$ cat src/rtl/key_sched_ctrl.sv
// ---------------------------------------------------------------------------
// key_sched_ctrl
//
// Sequences an external AES key-expansion unit to produce the full set of
// round keys for AES-128 (11 keys) or AES-256 (15 keys). Each key is written
// to a round-key store. The controller keeps the last two round keys, cur and
// prev. For every round it feeds them to the expansion unit and waits for the
// result. The wait is bounded; a timeout aborts the run and raises err.
//
// Ports
//   clk, reset            clock; asynchronous active-low reset
//   start                 request to expand key_in (accepted only when idle)
//   key_len               0 = AES-128 (key_in[255:128] only), 1 = AES-256
//   key_in                cipher key
//   busy                  high in every state except IDLE
//   done                  one-cycle pulse when the last round key is written
//   err                   sticky timeout flag, cleared by the next accepted start
//   ke_key, ke_prev_key   current / previous round key to the expansion unit
//   ke_flip, ke_rnum      round-type select and round-constant index
//   ke_key_len            key length forwarded to the expansion unit
//   ke_valid_in           one-cycle request strobe to the expansion unit
//   ke_valid_out          expansion result strobe (only honoured in WAIT)
//   ke_out_key            expansion result
//   rk_we, rk_addr,       round-key store write port
//   rk_data
//   state_dbg             current FSM state, for observation only
//
// Handshake: ke_valid_in is a single-cycle request. The unit answers later
// with a single-cycle ke_valid_out and ke_out_key. Only one request is ever
// outstanding.
// Every output is a register. Next values are decoded from the next state, so
// each output lines up with the state that owns it: rk_we is high exactly
// during LOAD0/LOAD1/WRITE, and ke_valid_in is high exactly during ISSUE.
// ---------------------------------------------------------------------------
module key_sched_ctrl #(
    parameter int KEY_WIDTH = 128,
    parameter int TIMEOUT   = 15
) (
    input  logic                   clk,
    input  logic                   reset,
    input  logic                   start,
    input  logic                   key_len,
    input  logic [2*KEY_WIDTH-1:0] key_in,
    output logic                   busy,
    output logic                   done,
    output logic                   err,
    output logic [KEY_WIDTH-1:0]   ke_key,
    output logic [KEY_WIDTH-1:0]   ke_prev_key,
    output logic                   ke_flip,
    output logic [3:0]             ke_rnum,
    output logic                   ke_key_len,
    output logic                   ke_valid_in,
    input  logic                   ke_valid_out,
    input  logic [KEY_WIDTH-1:0]   ke_out_key,
    output logic                   rk_we,
    output logic [3:0]             rk_addr,
    output logic [KEY_WIDTH-1:0]   rk_data,
    output logic [2:0]             state_dbg
);

    localparam int CW = $clog2(TIMEOUT + 1);

    typedef enum logic [2:0] {
        S_IDLE  = 3'd0,
        S_LOAD0 = 3'd1,
        S_LOAD1 = 3'd2,
        S_ISSUE = 3'd3,
        S_WAIT  = 3'd4,
        S_WRITE = 3'd5,
        S_DONE  = 3'd6,
        S_ERR   = 3'd7
    } state_t;

    state_t               state, state_d;
    logic [KEY_WIDTH-1:0] key_lo, key_lo_d;
    logic                 len_r, len_d;
    logic [3:0]           n, n_d;
    logic [CW-1:0]        wait_cnt, wait_d, wait_inc;
    logic [KEY_WIDTH-1:0] cur, cur_d;
    logic [KEY_WIDTH-1:0] prev, prev_d;
    logic [KEY_WIDTH-1:0] cap, cap_d;
    logic [3:0]           last_n;

    logic                 busy_d, done_d, err_d;
    logic                 rk_we_d;
    logic [3:0]           rk_addr_d;
    logic [KEY_WIDTH-1:0] rk_data_d;
    logic [KEY_WIDTH-1:0] ke_key_d, ke_prev_key_d;
    logic                 ke_flip_d, ke_key_len_d, ke_valid_in_d;
    logic [3:0]           ke_rnum_d;

    assign last_n    = len_r ? 4'd14 : 4'd10;
    assign wait_inc  = wait_cnt + CW'(1);
    assign state_dbg = state;

    // Next-state and datapath-update logic.
    always_comb begin
        state_d  = state;
        key_lo_d = key_lo;
        len_d    = len_r;
        n_d      = n;
        wait_d   = wait_cnt;
        cur_d    = cur;
        prev_d   = prev;
        cap_d    = cap;
        err_d    = err;

        case (state)
            S_IDLE: begin
                if (start) begin
                    state_d  = S_LOAD0;
                    key_lo_d = key_in[KEY_WIDTH-1:0];
                    len_d    = key_len;
                    err_d    = 1'b0;
                    cur_d    = key_in[2*KEY_WIDTH-1:KEY_WIDTH];
                    prev_d   = '0;
                    // Keys 0 (and 1 for AES-256) come straight from the cipher
                    // key, so expansion starts at the first derived index.
                    n_d      = key_len ? 4'd2 : 4'd1;
                    wait_d   = '0;
                end
            end
            S_LOAD0: begin
                if (len_r) begin
                    state_d = S_LOAD1;
                    prev_d  = cur;
                    cur_d   = key_lo;
                end else begin
                    state_d = S_ISSUE;
                end
            end
            S_LOAD1: state_d = S_ISSUE;
            S_ISSUE: begin
                state_d = S_WAIT;
                wait_d  = '0;
            end
            S_WAIT: begin
                if (ke_valid_out) begin
                    cap_d   = ke_out_key;
                    state_d = S_WRITE;
                end else begin
                    wait_d = wait_inc;
                    if (wait_inc == CW'(TIMEOUT)) begin
                        state_d = S_ERR;
                        err_d   = 1'b1;
                    end
                end
            end
            S_WRITE: begin
                prev_d = cur;
                cur_d  = cap;
                if (n == last_n) begin
                    state_d = S_DONE;
                end else begin
                    n_d     = n + 4'd1;
                    state_d = S_ISSUE;
                end
            end
            S_DONE:  state_d = S_IDLE;
            S_ERR:   state_d = S_IDLE;
            default: state_d = S_IDLE;
        endcase
    end

    // Output decode from the next state, so registered outputs coincide
    // with the state they belong to.
    always_comb begin
        busy_d        = (state_d != S_IDLE);
        done_d        = (state_d == S_DONE);
        ke_valid_in_d = (state_d == S_ISSUE);
        rk_we_d       = 1'b0;
        rk_addr_d     = rk_addr;
        rk_data_d     = rk_data;
        ke_key_d      = ke_key;
        ke_prev_key_d = ke_prev_key;
        ke_flip_d     = ke_flip;
        ke_rnum_d     = ke_rnum;
        ke_key_len_d  = ke_key_len;

        case (state_d)
            S_LOAD0: begin
                rk_we_d   = 1'b1;
                rk_addr_d = 4'd0;
                rk_data_d = cur_d;
            end
            S_LOAD1: begin
                rk_we_d   = 1'b1;
                rk_addr_d = 4'd1;
                rk_data_d = cur_d;
            end
            S_WRITE: begin
                rk_we_d   = 1'b1;
                rk_addr_d = n_d;
                rk_data_d = cap_d;
            end
            S_ISSUE: begin
                ke_key_d      = cur_d;
                ke_prev_key_d = prev_d;
                ke_key_len_d  = len_d;
                // AES-256 alternates round types: even n uses RotWord+Rcon,
                // odd n is SubWord only. n/2-1 equals (n-1)/2-1 for odd n, so
                // one expression serves both.
                if (len_d) begin
                    ke_flip_d = ~n_d[0];
                    ke_rnum_d = {1'b0, n_d[3:1]} - 4'd1;
                end else begin
                    ke_flip_d = 1'b1;
                    ke_rnum_d = n_d - 4'd1;
                end
            end
            default: begin
            end
        endcase
    end

    always_ff @(posedge clk or negedge reset) begin
        if (!reset) begin
            state       <= S_IDLE;
            key_lo      <= '0;
            len_r       <= 1'b0;
            n           <= '0;
            wait_cnt    <= '0;
            cur         <= '0;
            prev        <= '0;
            cap         <= '0;
            busy        <= 1'b0;
            done        <= 1'b0;
            err         <= 1'b0;
            rk_we       <= 1'b0;
            rk_addr     <= '0;
            rk_data     <= '0;
            ke_key      <= '0;
            ke_prev_key <= '0;
            ke_flip     <= 1'b0;
            ke_rnum     <= '0;
            ke_key_len  <= 1'b0;
            ke_valid_in <= 1'b0;
        end else begin
            state       <= state_d;
            key_lo      <= key_lo_d;
            len_r       <= len_d;
            n           <= n_d;
            wait_cnt    <= wait_d;
            cur         <= cur_d;
            prev        <= prev_d;
            cap         <= cap_d;
            busy        <= busy_d;
            done        <= done_d;
            err         <= err_d;
            rk_we       <= rk_we_d;
            rk_addr     <= rk_addr_d;
            rk_data     <= rk_data_d;
            ke_key      <= ke_key_d;
            ke_prev_key <= ke_prev_key_d;
            ke_flip     <= ke_flip_d;
            ke_rnum     <= ke_rnum_d;
            ke_key_len  <= ke_key_len_d;
            ke_valid_in <= ke_valid_in_d;
        end
    end

endmodule
$ cat config.mk
export PLATFORM = sky130hd
export DESIGN_NAME = key_sched_ctrl
export DESIGN_NICKNAME = d
export VERILOG_FILES = /design/src/rtl/key_sched_ctrl.sv
export SDC_FILE = /design/constraint.sdc
export NUM_CORES = 2
export LEC_CHECK = 0
export ABC_CLOCK_PERIOD_IN_PS = 5360
export CAP_MARGIN = 20
export CORE_MARGIN = 10
export CORE_UTILIZATION = 24
export DETAILED_ROUTE_END_ITERATION = 10
export PLACE_DENSITY = 0.43
export REMOVE_ABC_BUFFERS = 1
export SETUP_SLACK_MARGIN = 0.4
export SYNTH_ARGS = -nofsm -noshare
export SYNTH_HDL_FRONTEND = slang
export SYNTH_SLANG_ARGS = --single-unit
$ cat constraint.sdc
create_clock -name clk -period 5.36 [get_ports clk]
set_input_delay 1.608 -clock clk [delete_from_list [all_inputs] [get_ports clk]]
set_output_delay 1.608 -clock clk [all_outputs]
set_load 0.03 [all_outputs]
==> impl_metrics.toml <==
[synthesis]
postSynthAreaPerCell_um2 = 11.4
synth_cells = 3200
ys_seq_area_share_pct = 63.5
synth-seq-cells = 923
syn-cell-area_um2 = 36400
synth_edf_count = 0
synthFlopType = "dfrtp_1"
synth-async-reset-ratio_pct = 100
synth_cell_type_count = 47
yosysWarningCount = 0

[worst_setup_path]
r2r_end = "rk_data[119]$_DFFE_PN0P_"
critPathMaxStageDelay_ns = 0.86
path_delay_family = "buffers and inverters"
cp-end-kind = "output port"
critPathSlowestCell = "clkdlybuf4s50_1"
worst-path-buf-inv = 1
critical_path.cell_chain = "clkdlybuf4s50_1"
reg2reg_from = "state_dbg[2]$_DFF_PN0_"
r2r_slack_ns = 1.86
arrival_ns = 2.41
cp_max_fo = 20
r2r_cells = 7
crit_path_start_kind = "register"
crit_required_ns = 3.75
critPathKind = "reg2out"

[drt]
dr.pass1.iters = 8
via_per_inst = 4.61
routed.top_layer = "met5"
routed_wl_um = 148000
vias = 27900
drt-initial-drc-count = 2243
wl_met1_um = 63600
wl_met3_um = 10300
ant_nets = 0
drc_errors = 0
dr_wl_met2_um = 70700
wl_per_cell_um = 24.5

[cts]
clk_path_buf_depth = 3
cts_tree = "yes"
htree_levels = 3
cts_hold_buf = 0
cts_made_buffers = 107
cts_root_buf = "clkbuf_16"
clock-sinks = 923
clk_pin_slew_ns = 0.06
ctsResizeCount = 0
insertion_delay_ns = 0.73
cts_setup_buffers = 0

[timing]
layout_min_cycle_time_ns = 4.02
grt_setup_unrepaired = "false"
fmax_mhz = 249
hold_violations = 0
slew_headroom_pct = 31.8
fin_crit_sh_pct = 75.0
worst_pin_slew_ns = 1.02
finalMaxSlewViolations = 0
clock_skew_ns = 0.0696
whs_ns = 0.474
setup_viol_count_final = 0

[finish]
drive_gt1_share_pct = 12.8
regArea_um2 = 23100
layoutNonFillerInstCount = 6049
final_common_cell = "dfrtp_1"
final_cell_mix = "dfrtp_1, clkdlybuf4s50_1, nand2_1, a22o_1, mux2_2"
nFillCells = 15300
design_area_um2 = 50500
multi_input_area_um2 = 11900
fin_util_pct = 33.6
nets = 4341
areaGrowthSynthToFinish_pct = 38.8

[global_routing]
grt_pass1_vias = 29400
grtUsageTotal_pct = 17.1
grt_max_degree = 130
antenna_found_initial = 16
grt_overflow = 0
grt_pass1_wl_um = 215000

[run_status]
outcome = "complete, no violations"

[die]
die_height_um = 409
pin_count = 791
core_um2 = 150000
dieArea_um2 = 168000
rows = 142
die_width_um = 409
start_util_pct = 24.2

[placed_design]
port_buffers = 790
numPlacedInstances = 5854
gp_congestion = 0.765
place_area_um2 = 47000
dp_hpwl_um = 99700

[worst_hold_path]
worstHoldPathCells = 2
hold_start = "key_lo[68]$_DFFE_PN0P_"
hold_end = "key_lo[68]$_DFFE_PN0P_"
hold_path_class = "reg2reg"

[pwr]
p_leak_nw = 23.4
power_density_nw_per_um2 = 698
irDropWorstVdd_mv = 0.604

[flow_run]
max_cap_violations = 0
cells in the mapped netlist (3+ instances only):
| cell | number | area, um^2 |
|---|---|---|
| a222oi_1 | 128 | 1280 |
| nand3_1 | 3 | 15.0 |
| a21oi_1 | 135 | 676 |
| buf_2 | 77 | 385 |
| inv_1 | 136 | 510 |
| dfrtp_1 | 923 | 23100 |
| nor2_1 | 140 | 526 |
| nor3_1 | 3 | 15.0 |
| clkbuf_1 | 134 | 503 |
| mux2_2 | 252 | 2840 |
| o21a_1 | 4 | 30.0 |
| buf_1 | 23 | 86.3 |
| a21boi_0 | 3 | 22.5 |
| mux2i_1 | 5 | 50.1 |
| o21ai_1 | 121 | 606 |
| nand3b_1 | 3 | 22.5 |
| a31oi_1 | 4 | 25.0 |
| nor3b_1 | 3 | 22.5 |
| a22o_1 | 259 | 2270 |
| nand2_1 | 783 | 2940 |
| mux2_1 | 6 | 67.6 |
| o21ai_0 | 18 | 90.1 |
| ha_1 | 5 | 62.6 |
| xor2_1 | 3 | 26.3 |
how the worst max path moves through the flow:
| stage | startpoint | to | slack [ns] | depth (start not counted) |
|---|---|---|---|---|
| finish | state_dbg[0]$_DFF_PN0_ | state_dbg[0] | 1.34 | 1 |
| global route | state_dbg[0]$_DFF_PN0_ | state_dbg[0] | 1.21 | 1 |
| CTS | state_dbg[0]$_DFF_PN0_ | state_dbg[0] | 1.23 | 1 |
| detailed placement | start | rk_data[11]$_DFFE_PN0P_ | 0.98 | 8 |
| global placement | start | rk_data[54]$_DFFE_PN0P_ | 1.07 | 8 |
| floorplan | state_dbg[2]$_DFF_PN0_ | ke_rnum[3]$_DFFE_PN0P_ | -8.62 | 4 |
per-stage QoR:
step	total power [mW]	setup slack (ns)	setup TNS, ns
after floorplan	21.5	-8.62	-5885.11
after global placement	28.2	1.07	0
after detailed placement	28.3	0.978	0
after CTS	35.9	1.23	0
after global routing	37.5	1.21	0
final	35.3	1.34	0
flip-flops by register name, summed over array words and instances, names as in the netlist:
register / cells
cap: 128
cur: 128
ke_key: 128
ke_prev_key: 128
key_lo: 128
prev: 128
rk_data: 128
ke_rnum: 4
n: 4
rk_addr: 4
wait_cnt: 4
state_dbg: 3
busy: 1
done: 1
err: 1
ke_flip: 1
ke_key_len: 1
ke_valid_in: 1
len_r: 1
rk_we: 1
cell type report:
cell class | instances | share of cell area [%]
Antenna cell | 5 | 0.0248
Clock buffer | 164 | 6.32
Clock inverter | 26 | 0.661
Inverter | 138 | 1.04
Multi-Input combinational cell | 1903 | 23.5
Sequential cell | 923 | 45.7
Tap cell | 2016 | 4.99
Timing Repair Buffer | 874 | 17.8
cells by family after synthesis:
group,Yosys count,share of synthesized area [%]
multiplexers,263,8.12
adder cells (fa/ha/maj),5,0.172
XOR/XNOR,4,0.0963
flip-flops,923,63.5
AO/OA/AOI/OAI,685,14.0
AND/OR/NAND/NOR,946,9.98
buffers and inverters,374,4.14
report_power, final:
part / internal [mW] / total, mW / switching [mW]
Sequential: 10.0 / 11.8 / 1.84
Combinational: 6.50 / 16.1 / 9.59
Clock: 4.24 / 7.33 / 3.09
Total: 20.7 / 35.3 / 14.5
layer usage:
metal,vias to the layer above,track usage [%]
met3,155,5.06
met2,784,27.9
li1,12700,-
met5,-,0
met1,14300,21.8
met4,20,4.68
Note: power is estimated with default switching activity, not from simulation.
